`src/rtl/mem_access.sv`:
```
// rtl/mem_access.sv - LC-3 memory-access stage: data-memory handshake for LD/LDR, LDI, ST/STR, STI.
// Indirect ops read a pointer first; every access state aborts after TIMEOUT cycles without Data_ready.
module mem_access #(
  parameter int TIMEOUT = 8
) (
  input  logic        clock,
  input  logic        reset,
  input  logic        start,
  input  logic [1:0]  mem_op,
  input  logic [15:0] M_Addr,
  input  logic [15:0] M_Data,
  input  logic [15:0] Data_dout,
  input  logic        Data_ready,
  output logic        Data_req,
  output logic        Data_rd,
  output logic [15:0] Data_addr,
  output logic [15:0] Data_din,
  output logic [15:0] memout,
  output logic        busy,
  output logic        done,
  output logic        err
);

  localparam int CW = (TIMEOUT > 1) ? $clog2(TIMEOUT) : 1;
  localparam logic [CW-1:0] WAIT_MAX = CW'(TIMEOUT - 1);

  typedef enum logic [2:0] {IDLE, IND, RD, WR, DONE} state_t;

  state_t        state_q, state_d;
  logic [15:0]   addr_q, addr_d;
  logic [15:0]   data_q, data_d;
  logic [1:0]    op_q, op_d;
  logic [CW-1:0] wait_q, wait_d;
  logic [15:0]   memout_q, memout_d;
  logic          err_q, err_d;

  always_comb begin
    state_d  = state_q;
    addr_d   = addr_q;
    data_d   = data_q;
    op_d     = op_q;
    wait_d   = wait_q;
    memout_d = memout_q;
    err_d    = err_q;
    unique case (state_q)
      IDLE: begin
        if (start) begin
          addr_d = M_Addr;
          data_d = M_Data;
          op_d   = mem_op;
          err_d  = 1'b0;
          wait_d = '0;
          unique case (mem_op)
            2'b00:   state_d = RD;
            2'b10:   state_d = WR;
            default: state_d = IND;
          endcase
        end
      end
      IND, RD, WR: begin
        if (Data_ready) begin
          wait_d = '0;
          if (state_q == IND) begin
            // The pointer read replaces the address for the second access.
            addr_d  = Data_dout;
            state_d = (op_q == 2'b11) ? WR : RD;
          end else begin
            if (state_q == RD) memout_d = Data_dout;
            state_d = DONE;
          end
        end else if (wait_q == WAIT_MAX) begin
          err_d   = 1'b1;
          state_d = DONE;
        end else begin
          wait_d = wait_q + 1'b1;
        end
      end
      DONE:    state_d = IDLE;
      default: state_d = IDLE;
    endcase
  end

  always_ff @(posedge clock) begin
    if (reset) begin
      state_q  <= IDLE;
      addr_q   <= '0;
      data_q   <= '0;
      op_q     <= '0;
      wait_q   <= '0;
      memout_q <= '0;
      err_q    <= 1'b0;
    end else begin
      state_q  <= state_d;
      addr_q   <= addr_d;
      data_q   <= data_d;
      op_q     <= op_d;
      wait_q   <= wait_d;
      memout_q <= memout_d;
      err_q    <= err_d;
    end
  end

  // Outputs are pure decodes of registered state.
  assign Data_req  = (state_q == IND) || (state_q == RD) || (state_q == WR);
  assign Data_rd   = (state_q != WR);
  assign busy      = Data_req;
  assign done      = (state_q == DONE);
  assign Data_addr = addr_q;
  assign Data_din  = data_q;
  assign memout    = memout_q;
  assign err       = err_q;

endmodule

```
`config.mk`:
```
export PLATFORM = sky130hd
export DESIGN_NAME = mem_access
export DESIGN_NICKNAME = d
export VERILOG_FILES = /design/src/rtl/mem_access.sv
export SDC_FILE = /design/constraint.sdc
export NUM_CORES = 1
export LEC_CHECK = 0
export ABC_AREA = 0
export CELL_PAD_IN_SITES_DETAIL_PLACEMENT = 0
export CELL_PAD_IN_SITES_GLOBAL_PLACEMENT = 2
export CORE_MARGIN = 4
export CORE_UTILIZATION = 23
export DETAILED_ROUTE_END_ITERATION = 6
export MAX_ROUTING_LAYER = met4
export PLACE_DENSITY_LB_ADDON = 0.1
export RECOVER_POWER = 25
export SLEW_MARGIN = 20
export SYNTH_ARGS = -nofsm -noshare
export SYNTH_HDL_FRONTEND = slang
export SYNTH_SLANG_ARGS = --single-unit
```
`constraint.sdc`:
```
create_clock -name clock -period 1.88 [get_ports clock]
set_input_delay 0.188 -clock clock [delete_from_list [all_inputs] [get_ports clock]]
set_output_delay 0.188 -clock clock [all_outputs]
set_load 0.02 [all_outputs]
```
==> key figures <==
Run status
  • Status: finished clean

Synth
  • Post-Syn Area: 0.00244 mm2
  • Sequential-to-total area share from yosys stat: 46.8%
  • Most common cell in the netlist: nand2_1
  • Synth cell types: 35
  • Synth top area share: 46.8%
  • Synth area leader: dfxtp_1
  • Post-Synthesis Cells: 270
  • Syn. warnings: 0
  • Post-synthesis register bit count: 57
  • Synth top cells by count: nand2_1 (71), dfxtp_1 (57), a21oi_1 (51)
  • Post-synth ARST share: 0%
  • Synth area leaders: dfxtp_1 (47%), nand2_1 (11%), a21oi_1 (10%), mux2i_1 (7.0%), a211oi_2 (5.1%)
  • Synth Net Count: 326
  • Top FF cell, synth: dfxtp_1
  • Avg Inst Size Synth: 9.03 um2
  • Number of flops mapped to enable cells by yosys: 0

Routing
  • Vias: 2252
  • Via-per-instance ratio: 4.35
  • Routed WL: 7.82 mm
  • Wire per inst: 15.1 um
  • Remaining DRCs: 0
  • Post-DRT Antenna Nets: 0
  • Initial drt markers: 62
  • DRT Pass-1 Iters: 4

Finish
  • Final net count: 434
  • P&R area growth vs syn: 57.3%
  • Ant diodes: 0
  • Filler Cells Inserted: 1072
  • Share of layout cells above drive strength 1: 12.8%
  • Fin cells: 518

STA
  • Fmax: 0.561 GHz
  • Worst slew pin tran: 475 ps
  • Hold Vio Cnt, Final: 0
  • RSZ-0062 raised after global routing: false
  • Clk_skew: 9.64 ps
  • Normalized max-slew margin: 68.3%
  • Final setup TNS: 0 ps
  • Worst hold slack: 308 ps
  • Final period util: 94.8%
  • Crit path time final: 1780 ps
  • Final worst setup slack: 97.7 ps
  • Setup violators final: 0
  • Slew Limit Fails: 0

Power and ir drop
  • Leakage: 0.00142 uW
  • Comb pwr share: 25.7%
  • Cell internal pwr: 2400 uW
  • Peak VDD IR: 0.000271 V
  • Sw power: 1000 uW
  • Sw frac: 29.4%
  • Clock power frac: 34.0%
  • Power per cell area: 888 mW/mm2
  • Sequential share of power: 40.3%

Critical path
  • Critical-path maximum fanout: 8
  • Crit path kind: reg -> out
  • R2r setup slk: 260 ps
  • Crit path to: Data_rd
  • Crit start category: flop
  • WP data required: 1690 ps
  • Reg2reg path depth: 4
  • RR Startpoint: wait_q[0]
  • Critical Path Sink Type: primary output
  • Crit path DAT: 1590 ps
  • Critical Path Start: state_q[2]
  • RR Endpoint: state_q[1]

Place
  • HPWL Detailed: 5.69 mm
  • RePlAce Congestion: 0.693
  • Placed Cells: 503
  • Number of port buffers: 106
  • Worst slack, placed: 104 ps

Global route
  • Initial antenna violation count: 0
  • Largest net degree at the start of global routing: 25
  • GRT Overall Usage: 13.3%
  • First-pass GRT wire length: 12.4 mm
  • Vias in the first global route: 2358
  • GRT overflow: 0

Clocking
  • Clock buffer depth: 2
  • CTS Buf Count: 9
  • Clock Latency Late Sink: 330 ps
  • Post-CTS Repair Setup Buffers: 0
  • Clk sink count: 57
  • CTS Root Cell: clkbuf_8
  • # hold bufs at CTS: 0
  • Clock transition at the registers of the reported paths: 70 ps
  • H-tree Lvls: 3
  • TritonCTS clock tree: done

Run
  • Maxcap violations: 0

Floorplanning
  • Core Area: 0.0103 mm2
  • # IOs: 107
  • # rows: 37
  • Die X: 111 um
  • Die height: 111 um
  • Initial core utilization: 23.6%
  • Die area: 0.0123 mm2

Min path
  • Worst hold path type: in -> reg
  • Min-delay src: reset
  • Hold path depth: 2
cell families (layout without fill, tap and decap cells):
group,Yosys count,count (layout),synth area share (%)
buf+inv,25,137,6.21
mux,18,18,7.59
fa+ha+maj,2,2,1.03
simple gates,92,92,17.2
compound gates,76,76,21.2
flops,57,57,46.8
layout by cell type, fill, tap and decap left out, drive strengths merged:
master and n:
nor4bb 1, a32oi 1, nor3 1, clkinv 2, bufinv 1, nor2 7, and2 2, o221a 1
nor4b 2, nand2b 1, dlygate4sd3 14, or4b 1, a21oi 51, dlygate4sd2 2, clkdlybuf4s50 88, ha 2
dlymetal6s2s 1, a2111oi 1, mux2i 17, a311o 1, inv 2, nand2 71, a211oi 18, nor3b 2
nand3b 1, a32o 2, nand4bb 1, mux2 1, and3 1, or2 1, dfxtp 57, clkbuf 14
o21ba 1, buf 13
registers in the layout (all words and copies together), names as in the netlist:
register	flops
err	1
state_q	3
memout	16
Data_addr	16
wait_q	3
Data_din	16
op_q	2
what timing repair did:
| item | in CTS | in global routing |
|---|---|---|
| gates resized for setup | 4 | 1 |
| pin swaps | 0 | 0 |
| endpoints found under the setup margin | 3 | 1 |
power by group through the flow:
stage | combinational [uW] | clock (uW) | sequential [uW]
3_3_place_gp | 909 | 0 | 1400
4_1_cts | 907 | 1210 | 1380
2_1_floorplan | 398 | 0 | 1490
6_report | 874 | 1160 | 1370
5_1_grt | 950 | 1250 | 1390
3_5_place_dp | 909 | 0 | 1400
per-stage QoR:
step	instance area, um2	utilization, %	power, uW
after floorplan	2440	-	1890
after global placement	3640	35.3	2310
after detailed placement	3640	35.3	2310
after CTS	3840	37.2	3490
after global routing	3830	37.1	3590
final	3830	37.1	3400
layout make-up:
cell class / instances / area, um2 / area share, %
inverter: 2 / 7.51 / 0.196
clock inverter: 3 / 40.0 / 1.04
clock buffer: 12 / 155 / 4.05
sequential: 57 / 1140 / 29.8
tap: 136 / 170 / 4.44
multi-input combinational: 188 / 1160 / 30.3
timing repair buffer: 120 / 1150 / 30.1
how the worst min path moves through the flow:
| stage | to | slack (ps) |
|---|---|---|
| after floorplan | op_q[0] | 320 |
| after global placement | memout[4] | 440 |
| after detailed placement | op_q[0] | 450 |
| after CTS | Data_din[14] | 300 |
| after global routing | Data_din[14] | 320 |
| final | Data_din[12] | 310 |
critical path, cell delays in order (launching register included):
cell,delay [ps]
dfxtp_1,510
nand3b_1,160
clkdlybuf4s50_1,600
layer usage:
metal  part of all wire (%)  GRT usage [%]  vias up
li1                       -              -     1158
met2                     48           21.4       54
met5                      0              -        -
met1                     44           15.5     1033
met3                    6.9           5.24        7
met4                    1.0           3.69        0
Power figures use the tool's default switching activity.
